==> config.mk <==
export PLATFORM = sky130hd
export DESIGN_NAME = ir_transmitter
export DESIGN_NICKNAME = d
export VERILOG_FILES = /design/src/rtl/ir_transmitter.sv
export SDC_FILE = /design/constraint.sdc
export NUM_CORES = 1
export LEC_CHECK = 0
export ABC_CLOCK_PERIOD_IN_PS = 2100
export BUFFER_PORTS_ARGS = -buffer_cell sky130_fd_sc_hd__buf_2
export CAP_MARGIN = 20
export CORE_MARGIN = 10
export CORE_UTILIZATION = 35
export CTS_CLUSTER_SIZE = 40
export DETAILED_ROUTE_END_ITERATION = 10
export PLACE_DENSITY = 0.58
export SYNTH_ARGS = -nofsm -noshare
export SYNTH_HDL_FRONTEND = slang
export SYNTH_SLANG_ARGS = --single-unit
==> constraint.sdc <==
create_clock -name clk_in -period 2.1 [get_ports clk_in]
set_clock_uncertainty 0.2 [all_clocks]
set_input_delay 0.21 -clock clk_in [delete_from_list [all_inputs] [get_ports clk_in]]
set_output_delay 0.21 -clock clk_in [all_outputs]
set_load 0.01 [all_outputs]
==> src/rtl/ir_transmitter.sv <==
// rtl/ir_transmitter.sv - NEC infrared transmitter with carrier modulation
// Segment FSM paced by a unit counter; the envelope is gated by a local carrier.
module ir_transmitter #(
   parameter int UNIT_CYCLES  = 56250,
   parameter int CARRIER_HALF = 1316
) (
   input  logic        clk_in,
   input  logic        rst_in,
   input  logic [31:0] code_in,
   input  logic        send_in,
   input  logic        repeat_in,
   output logic        ir_out,
   output logic        envelope_out,
   output logic        busy_out,
   output logic        done_out,
   output logic [2:0]  state_out
);

   localparam int UW = (UNIT_CYCLES > 1) ? $clog2(UNIT_CYCLES) : 1;
   localparam int CW = (CARRIER_HALF > 1) ? $clog2(CARRIER_HALF) : 1;
   localparam logic [UW-1:0] UNIT_LAST = UW'(UNIT_CYCLES - 1);
   localparam logic [UW-1:0] UNIT_INC  = UW'(1);
   localparam logic [CW-1:0] CAR_LAST  = CW'(CARRIER_HALF - 1);
   localparam logic [CW-1:0] CAR_INC   = CW'(1);

   typedef enum logic [2:0] {
      S_IDLE       = 3'd0,
      S_LEAD_MARK  = 3'd1,
      S_LEAD_SPACE = 3'd2,
      S_BIT_MARK   = 3'd3,
      S_BIT_SPACE  = 3'd4,
      S_STOP_MARK  = 3'd5
   } state_t;

   state_t        r_state;
   state_t        w_next_state;
   logic [UW-1:0] r_unit_cnt;
   logic [4:0]    r_seg_cnt;
   logic [5:0]    r_bit_cnt;
   logic [31:0]   r_shift;
   logic          r_is_repeat;
   logic [CW-1:0] r_phase;
   logic          r_carrier;
   logic          r_done;

   logic [4:0]    w_seg_last;
   logic          w_unit_tick;
   logic          w_seg_end;
   logic          w_start_send;
   logic          w_start_rpt;
   logic          w_transition;
   logic          w_next_is_mark;
   logic          w_mark_entry;

   // Segment length in units, minus one; a data bit's space length follows the MSB.
   always_comb begin
      w_seg_last = 5'd0;
      case (r_state)
         S_LEAD_MARK:  w_seg_last = 5'd15;
         S_LEAD_SPACE: w_seg_last = r_is_repeat ? 5'd3 : 5'd7;
         S_BIT_SPACE:  w_seg_last = r_shift[31] ? 5'd2 : 5'd0;
         default:      w_seg_last = 5'd0;
      endcase
   end

   assign w_unit_tick  = (r_unit_cnt == UNIT_LAST);
   assign w_seg_end    = w_unit_tick && (r_seg_cnt == w_seg_last);
   assign w_start_send = (r_state == S_IDLE) && send_in;
   assign w_start_rpt  = (r_state == S_IDLE) && !send_in && repeat_in;

   always_comb begin
      w_next_state = r_state;
      case (r_state)
         S_IDLE:       if (send_in || repeat_in) w_next_state = S_LEAD_MARK;
         S_LEAD_MARK:  if (w_seg_end) w_next_state = S_LEAD_SPACE;
         S_LEAD_SPACE: if (w_seg_end) w_next_state = r_is_repeat ? S_STOP_MARK : S_BIT_MARK;
         S_BIT_MARK:   if (w_seg_end) w_next_state = S_BIT_SPACE;
         S_BIT_SPACE:  if (w_seg_end) w_next_state = (r_bit_cnt < 6'd31) ? S_BIT_MARK : S_STOP_MARK;
         S_STOP_MARK:  if (w_seg_end) w_next_state = S_IDLE;
         default:      w_next_state = S_IDLE;
      endcase
   end

   assign w_transition   = (w_next_state != r_state);
   assign w_next_is_mark = (w_next_state == S_LEAD_MARK) || (w_next_state == S_BIT_MARK) ||
                           (w_next_state == S_STOP_MARK);
   assign w_mark_entry   = w_transition && w_next_is_mark;

   always_ff @(posedge clk_in or negedge rst_in) begin
      if (!rst_in) begin
         r_state     <= S_IDLE;
         r_unit_cnt  <= '0;
         r_seg_cnt   <= '0;
         r_bit_cnt   <= '0;
         r_shift     <= '0;
         r_is_repeat <= 1'b0;
         r_phase     <= '0;
         r_carrier   <= 1'b0;
         r_done      <= 1'b0;
      end else begin
         r_state <= w_next_state;
         r_done  <= (r_state == S_STOP_MARK) && w_seg_end;

         if (w_transition || (r_state == S_IDLE)) begin
            r_unit_cnt <= '0;
            r_seg_cnt  <= '0;
         end else if (w_unit_tick) begin
            r_unit_cnt <= '0;
            r_seg_cnt  <= r_seg_cnt + 5'd1;
         end else begin
            r_unit_cnt <= r_unit_cnt + UNIT_INC;
         end

         if (w_start_send) begin
            r_shift     <= code_in;
            r_is_repeat <= 1'b0;
            r_bit_cnt   <= '0;
         end else if (w_start_rpt) begin
            r_is_repeat <= 1'b1;
            r_bit_cnt   <= '0;
         end else if ((r_state == S_BIT_SPACE) && w_seg_end) begin
            r_shift   <= {r_shift[30:0], 1'b0};
            r_bit_cnt <= r_bit_cnt + 6'd1;
         end

         // Carrier restarts high on every mark so each burst begins with a lit LED.
         if (w_mark_entry) begin
            r_phase   <= '0;
            r_carrier <= 1'b1;
         end else if (w_next_is_mark) begin
            if (r_phase == CAR_LAST) begin
               r_phase   <= '0;
               r_carrier <= ~r_carrier;
            end else begin
               r_phase <= r_phase + CAR_INC;
            end
         end else begin
            r_phase   <= '0;
            r_carrier <= 1'b0;
         end
      end
   end

   assign envelope_out = (r_state == S_LEAD_MARK) || (r_state == S_BIT_MARK) ||
                         (r_state == S_STOP_MARK);
   assign ir_out       = envelope_out && r_carrier;
   assign busy_out     = (r_state != S_IDLE);
   assign done_out     = r_done;
   assign state_out    = r_state;

endmodule
==> results of run 1 <==
[per-layer routing]
metal | up-vias | share of wire | global-route usage
li1 | 2028 | - | -
met1 | 2161 | 0.45 | 0.189
met3 | 11 | 0.034 | 0.0278
met5 | - | 0 | 0
met2 | 101 | 0.50 | 0.240
met4 | 0 | 0.011 | 0.0476
[sequential cells by signal (all words and copies together) (netlist names)]
name,flops
r_seg_cnt,5
r_phase,11
r_is_repeat,1
done_out,1
r_carrier,1
r_unit_cnt,16
r_bit_cnt,6
state_out,3
r_shift,32
[cells by family (layout without fill, tap and decap cells)]
logic type               Yosys count  after routing  synth area share
AND/OR/NAND/NOR                  195            195             0.265
AO/OA/AOI/OAI                    132            134             0.180
flip-flops                        76             76             0.436
buffers and inverters             46            171            0.0453
XOR/XNOR                          27             27            0.0542
adder cells (fa/ha/maj)            5              5            0.0143
multiplexers                       2              2           0.00487
[power groups by stage]
stage          Clock, W  Combinational (W)  Sequential, W
2_1_floorplan         0           0.000467        0.00190
3_3_place_gp          0           0.000752        0.00190
3_5_place_dp          0           0.000770        0.00191
4_1_cts         0.00182           0.000880        0.00189
5_1_grt         0.00189            0.00101        0.00194
6_report        0.00179           0.000898        0.00190
[path summary, 6_finish.rpt]
kind	start	end	slack, ps	cells after the start
setup / recovery	r_unit_cnt[10]$_DFF_PN0_	r_bit_cnt[2]$_DFFE_PN0P_	-210	6
max in group asynchronous	rst_in	r_shift[5]$_DFFE_PN0P_	950	3
hold reg to reg	r_bit_cnt[4]$_DFFE_PN0P_	r_bit_cnt[4]$_DFFE_PN0P_	270	1
hold / removal	send_in	r_bit_cnt[4]$_DFFE_PN0P_	60	4
setup reg to reg	r_unit_cnt[10]$_DFF_PN0_	r_bit_cnt[2]$_DFFE_PN0P_	-210	6
min in group asynchronous	rst_in	r_bit_cnt[4]$_DFFE_PN0P_	150	2
[what timing repair did]
item / in CTS / in global routing
hold buffers: 34 / 0
resized for setup: 66 / 25
gates cloned: 6 / 1
endpoints found under the setup margin: 59 / 75
buffers inserted: 13 / 3
hold endpoints to repair: 63 / 0
pin swaps: 11 / 27
[stage by stage]
step / utilization / worst slack [ps] / setup TNS [ps]
3_5_place_dp: 0.419 / -205 / -7240
2_1_floorplan: - / -78.9 / -549
3_3_place_gp: 0.419 / -123 / -4530
6_report: 0.522 / -209 / -8100
5_1_grt: 0.522 / -306 / -13870
4_1_cts: 0.510 / -141 / -3320
[synth_stat cells, types with 2 or more instances]
master / number
or2_2: 2
ha_1: 5
and3_1: 6
xnor2_1: 17
o21ai_1: 2
buf_4: 3
nor4bb_1: 32
nor3_1: 10
xor2_1: 10
o21bai_1: 2
o21ai_0: 39
nand4_1: 9
a21oi_1: 41
o31ai_1: 4
clkbuf_1: 24
or3b_1: 2
nor2_1: 74
a31oi_1: 32
nand2_1: 14
nand3b_1: 2
nor2b_1: 4
or3_1: 2
inv_1: 7
and2_1: 3
nand3_1: 17
or4_1: 4
dfrtp_1: 76
nor4_1: 2
nand4bb_1: 2
buf_2: 10
[cell type report]
type                       instances  area [um2]  share of cell area
inverter                           7        26.3             0.00415
tap                              168         210              0.0332
clock buffer                      10         229              0.0362
multi-input combinational        363        2550               0.404
sequential                        76        1910               0.301
clock inverter                     6         113              0.0178
timing repair buffer             148        1290               0.204
[worst max-delay path, cell delays in order, from the launching register on]
cell and delay, ps:
dfrtp_1 380, or3b_4 420, nor4_4 270, buf_4 180, o2111ai_4 170, or4_1 470, a21oi_2 150
==> impl_metrics.toml, run 1 <==
[setup_path]
crit_required_ps = 2170
worstSetupStartpointType = "flop"
end_kind = "flop"
crit_arrival_ps = 2380
worst-path-max-fanout = 5
crit_type = "reg2reg"

[grt]
grt_pass1_vias = 4365
gr-total-overflow = 0
grt_max_degree = 48
grt_antenna_before_repair = 0
grtUsageTotal = 0.146
grt_pass1_wl_um = 21700

[floorplanning]
die_area_mm2 = 0.0173
die_h_um = 132
die_w_um = 132
rows = 40
ios = 43
initial_utilization = 0.360
core_area_mm2 = 0.0121

[cells_and_area]
filler_cell_count = 1080
layout_commonest_cell = "dfrtp_1"
syn_to_final_growth_pct = 44.9
fin_nets = 646
final_cell_area_mm2 = 0.00632
antenna_cells = 0
drive_gt1_frac = 0.302
final_cell_mix = "dfrtp_1 (73), nor2_1 (70), buf_4 (52)"
instances_no_fill = 778

[job]
drv_cap = 0

[timing]
slew_headroom = 0.712
drv_slew = 0
hold_viol_final = 0
period_needed_ps = 2310
worst_slew_pin_slew_ps = 432
setup_ws_ps = -209
finalSetupViolations = 58
holdWs_ps = 64.1
period_share = 1.10
rsz0062_at_grt = "true"
fmax_mhz = 433

[power]
seqPwrFrac = 0.415
p_clk_frac = 0.390
powerDensity_mw_per_mm2 = 725
leakagePower_nw = 2.64
p_sw_w = 0.00122
combinationalPowerShare = 0.196
finalPower_w = 0.00459
internal_power_w = 0.00336
ir_worst_vdd_v = 0.000453
sw_frac_of_total = 0.267

[clock_network]
numCtsBuffers = 9
cts_buffer_depth = 2
h-tree-depth = 3
tritoncts = "built"
clk_latency_ps = 340
cts.sinks = 76
clockRootBuffer = "clkbuf_16"
path_clk_slew_ps = 60

[drt]
dr.pass1.iters = 5
wl_per_cell_um = 17.0
drt-total-wl_um = 13200
vias_per_cell = 5.53
vias = 4301
drc_errors = 0
dr.first_iter.drc_count = 358
ant_nets = 0

[yosys]
syn_area_mm2 = 0.00436
ys_seq_elements = 76
yosysTopAreaCellShare = 0.436
ys.flop_type = "dfrtp_1"
synth_cell_types = 56
avgSynthCellArea_um2 = 9.04
seq_area_frac_synth = 0.436
synth_edf_count = 0
async_flop_share = 1.00
synthTopCellsByArea = "dfrtp_1 (44%), nor4bb_1 (7.3%), nor2_1 (6.4%)"
synth_area_leader_cell = "dfrtp_1"
synth_warnings = 0
syn-instance-count = 483
syn-num-nets = 524

[min_path]
hold_path.class = "in2reg"

[outcome]
status = "finished, violations left"
violations = "negative setup slack"

[placement]
postPlaceCellArea_mm2 = 0.00507
portBuffers = 42
placedCellCount = 705
dp_hpwl_um = 7740
globalplace.congestion = 0.817
Note: power is estimated with default switching activity, not from simulation.
==> run 2, diff against run 1 <==
Settings changed: CORE_UTILIZATION 35 to 54, PLACE_DENSITY 0.58 to 0.81.
==> impl_metrics.toml, run 2 (synthesized netlist as in run 1, its figures left out) <==
[placement]
portBuffers = 42
dp_hpwl_um = 7580
globalplace.congestion = 0.917
postPlaceCellArea_mm2 = 0.00504

[floorplanning]
die_area_mm2 = 0.0121
rows = 32
ios = 43
die_w_um = 110
core_area_mm2 = 0.00781
initial_utilization = 0.559
die_h_um = 110

[cells_and_area]
syn_to_final_growth_pct = 35.8
drive_gt1_frac = 0.293
fin_nets = 641
final_cell_area_mm2 = 0.00593
multi_input_area_mm2 = 0.00253
antenna_cells = 0
filler_cell_count = 510
final_cell_mix = "dfrtp_1 (72), nor2_1 (69), buf_4 (57)"
layout_commonest_cell = "dfrtp_1"
regMostFlops = "r_shift"
regArea_mm2 = 0.00191
largestRegisters = "r_shift: 32 flops, r_unit_cnt: 16 flops, r_phase: 11 flops"
largest_reg_flops = 32
final_util = 0.759

[setup_path]
worst-path-max-fanout = 32
crit_arrival_ps = 2400
critical_path.top_delay_family = "simple AND/OR/NAND/NOR gates"
path_cells = "or3b_4 -> nor4_4 -> buf_4 -> o2111ai_4 -> buf_12 -> o31ai_2 -> a21oi_2"
cp_num_cells = 7
end_kind = "flop"
crit_start = "r_unit_cnt[13]$_DFF_PN0_"
regToRegStartpoint = "r_unit_cnt[13]$_DFF_PN0_"
reg2reg_to = "r_bit_cnt[5]$_DFFE_PN0P_"
crit_type = "reg2reg"
worstSetupStartpointType = "flop"
reg2reg_depth = 7
max_stage_delay_ps = 400
critPathSlowestCell = "dfrtp_1"
regToRegSetupSlack_ps = -240
worst-path-buf-inv = 2
crit_required_ps = 2150
crit_path_end = "r_bit_cnt[5]$_DFFE_PN0P_"

[min_path]
hp-start = "send_in"
hold_path.class = "in2reg"
hold_depth = 4

[clock_network]
path_clk_slew_ps = 90
numCtsBuffers = 9
cts.sinks = 76
tritoncts = "built"
clockRootBuffer = "clkbuf_8"
cts_buffer_depth = 2
clk_latency_ps = 360
h-tree-depth = 3

[timing]
rsz0062_at_grt = "true"
final.setup.tns_ps = -5160
slew_headroom = 0.679
worst_slew_pin_slew_ps = 481
drv_slew = 0
hold_viol_final = 0
period_needed_ps = 2340
period_share = 1.12
setup_ws_ps = -242
fmax_mhz = 427
finalSetupViolations = 55

[drt]
wl_per_cell_um = 19.0
dr.first_iter.drc_count = 426
ant_nets = 0
drc_errors = 0
vias = 4463
vias_per_cell = 6.31
drt-total-wl_um = 13400
dr.pass1.iters = 5

[power]
powerDensity_mw_per_mm2 = 646
ir_worst_vdd_v = 0.000492
finalPower_w = 0.00383
leakagePower_nw = 2.55

[grt]
grt_max_degree = 58
grtUsageTotal = 0.219
grt_pass1_vias = 4516
grt_antenna_before_repair = 0
grt_pass1_wl_um = 21600
gr-total-overflow = 0

[outcome]
violations = "negative setup slack"
status = "finished, violations left"

[job]
drv_cap = 0
## run 2: cell count changes in the layout (fill, tap and decap cells not counted), sizes merged
cell,before,now
bufinv,3,0
buf,113,110
inv,7,8
clkinv,3,4
clkinvlp,0,2
o32ai,2,1
clkbuf,11,9
## run 2: timing repair
action	in CTS	in global routing
pin swaps	13	6
cloned	2	0
hold buffers	34	0
setup buffers	7	2
hold endpoints to repair	52	0
gates resized for setup	33	30
endpoints found under the setup margin	59	61
## run 2: worst reg2reg max path, stage by stage, from the launching register on
cell and delay [ps]:
dfrtp_1 400, or3b_4 390, nor4_4 300, buf_4 170, o2111ai_4 160, buf_12 220, o31ai_2 300, a21oi_2 100
## run 2: how the worst min path moves through the flow
stage | end
after CTS | r_bit_cnt[4]$_DFFE_PN0P_
after global routing | r_bit_cnt[4]$_DFFE_PN0P_
after detailed placement | state_out[1]$_DFF_PN0_
final | r_bit_cnt[4]$_DFFE_PN0P_
after floorplan | done_out$_DFF_PN0_
after global placement | state_out[1]$_DFF_PN0_
## run 2: area by class of cell
cell class / instances / area share
multi-input cells: 362 / 0.427
flip-flops and latches: 76 / 0.322
repair buffers: 144 / 0.196
well taps: 102 / 0.0215
clock buffers: 9 / 0.0209
clock inverters: 7 / 0.00866
inverters: 7 / 0.00443
## run 2: metal layers
layer  routed length [um]  vias up  track usage
met5                    0        -            0
met1                 5130     2141        0.265
met2                 6790      273        0.378
met4                  427        0       0.0855
met3                 1080       47       0.0392
li1                     -     2002            -
## run 2: report_power, final
part / switching, W / internal (W) / leakage (nW)
sequential: 0.000188 / 0.00172 / 0.930
clock: 0.000608 / 0.000433 / 0.0856
combinational: 0.000443 / 0.000439 / 1.54
## run 2: through the flow
step | setup slack (ps) | hold slack, ps | instances
floorplan | -78.9 | -286 | 483
global placement | -122 | -6.85 | 646
detailed placement | -230 | -0.878 | 646
CTS | -172 | 65.8 | 705
global route | -322 | 144 | 707
finish | -242 | 81.2 | 707
==> run 3, diff against run 2 <==
==> constraint.sdc (replaced) <==
create_clock -name clk_in -period 2.1 [get_ports clk_in]
set_clock_uncertainty 0.2 [all_clocks]
set_input_delay 0.315 -clock clk_in [delete_from_list [all_inputs] [get_ports clk_in]]
set_output_delay 0.315 -clock clk_in [all_outputs]
set_load 0.01 [all_outputs]
==> impl_metrics.toml, run 3 (synthesized netlist as in run 1, its figures left out) <==
[grt]
grt_pass1_vias = 4059
grtUsageTotal = 0.200
gr-total-overflow = 0
grt_antenna_before_repair = 0
grt_max_degree = 77
grt_pass1_wl_um = 19500

[cells_and_area]
final_util = 0.724
multi_input_area_mm2 = 0.00250
largestRegisters = "r_shift: 32 flops, r_unit_cnt: 16 flops, r_phase: 11 flops"
fin_nets = 611
syn_to_final_growth_pct = 29.6
largest_reg_flops = 32
drive_gt1_frac = 0.304
regMostFlops = "r_shift"
regArea_mm2 = 0.00191
antenna_cells = 0
layout_commonest_cell = "dfrtp_1"
final_cell_mix = "dfrtp_1 (73), nor2_1 (64), buf_4 (54)"
filler_cell_count = 521

[min_path]
hold_depth = 3
hold_path.class = "in2reg"

[drt]
drc_errors = 0
drt-total-wl_um = 13000
ant_nets = 0
vias = 4305
dr.pass1.iters = 8
dr.first_iter.drc_count = 441
vias_per_cell = 6.36
wl_per_cell_um = 19.2

[timing]
rsz0062_at_grt = "true"
hold_viol_final = 3
period_share = 1.13
worst_slew_pin_slew_ps = 497
slew_headroom = 0.668
period_needed_ps = 2380
finalSetupViolations = 58
drv_slew = 0
fmax_mhz = 420
setup_ws_ps = -281
holdWs_ps = -6.12

[floorplanning]
rows = 32
die_area_mm2 = 0.0121
ios = 43
core_area_mm2 = 0.00781
die_h_um = 110
die_w_um = 110
initial_utilization = 0.559

[clock_network]
cts.sinks = 76
tritoncts = "built"
cts_buffer_depth = 2
path_clk_slew_ps = 90
clk_latency_ps = 370
numCtsBuffers = 9
clockRootBuffer = "clkbuf_8"
h-tree-depth = 3

[job]
drv_cap = 0

[setup_path]
path_cells = "inv_1 -> ha_1 -> nand4_1 -> nor4_4 -> buf_4 -> o2111ai_4 -> or4_1 -> a21oi_2"
max_stage_delay_ps = 470
reg2reg_depth = 8
worstSetupStartpointType = "flop"
critical_path.top_delay_family = "simple AND/OR/NAND/NOR gates"
end_kind = "flop"
crit_arrival_ps = 2470
worst-path-max-fanout = 5
crit_type = "reg2reg"
critPathSlowestCell = "or4_1"
crit_required_ps = 2190
worst-path-buf-inv = 2
cp_num_cells = 8

[placement]
portBuffers = 42
dp_hpwl_um = 7440
globalplace.congestion = 0.915

[outcome]
status = "finished, violations left"
violations = "negative hold slack, negative setup slack"

[power]
ir_worst_vdd_v = 0.000462
finalPower_w = 0.00397
leakagePower_nw = 2.42
powerDensity_mw_per_mm2 = 702
run 3: final timing paths:
| path | startpoint | endpoint | slack (ps) |
|---|---|---|---|
| max | r_unit_cnt[1]$_DFF_PN0_ | r_bit_cnt[5]$_DFFE_PN0P_ | -280 |
| min | code_in[11] | r_shift[11]$_DFFE_PN0P_ | -6 |
| max reg2reg | r_unit_cnt[1]$_DFF_PN0_ | r_bit_cnt[5]$_DFFE_PN0P_ | -280 |
| min reg2reg | r_phase[0]$_DFF_PN0_ | r_phase[0]$_DFF_PN0_ | 320 |
| max in group asynchronous | rst_in | state_out[0]$_DFF_PN0_ | 1070 |
| min in group asynchronous | rst_in | state_out[1]$_DFF_PN0_ | 320 |
run 3: metal layers:
layer / global-route usage / routed length (um)
met1: 0.249 / 5180
met2: 0.334 / 6590
met3: 0.0456 / 972
met4: 0.0651 / 262
met5: 0 / 0
run 3: tightest hold or removal path, stage by stage:
cell,delay [ps]
buf_2,80
nor2_1,40
a21oi_1,100
run 3: timing repair:
item                                    4_1_cts  5_1_grt
cloned                                        3        2
resized for setup                            75       16
hold endpoints to repair                     77        1
hold buffers                                  2        1
buffers inserted                              3        4
endpoints found under the setup margin       59       69
pin swaps                                    30       29
run 3: power breakdown:
part	leakage, nW	internal (W)	switching [W]	total, W
registers	0.932	0.00172	0.000194	0.00191
clock network	0.0927	0.000550	0.000608	0.00116
logic	1.40	0.000445	0.000456	0.000900
total	2.42	0.00271	0.00126	0.00397
run 3: metrics by stage:
step	cell area, um2	TNS (ps)	hold slack (ps)	setup WS (ps)	cells
3_3_place_gp	5040	-2010	186	-127	646
2_1_floorplan	4370	-549	-181	-78.9	483
5_1_grt	5650	-13320	-0.982	-323	677
6_report	5650	-9880	-6.12	-281	677
3_5_place_dp	5040	-8050	184	-288	646
4_1_cts	5490	-3290	1.02	-188	670
run 3: layout make-up:
class | count | area share
inverter | 7 | 0.00465
timing repair buffer | 114 | 0.160
clock inverter | 6 | 0.0113
clock buffer | 10 | 0.0226
tap | 102 | 0.0226
multi-input combinational | 362 | 0.442
sequential | 76 | 0.337
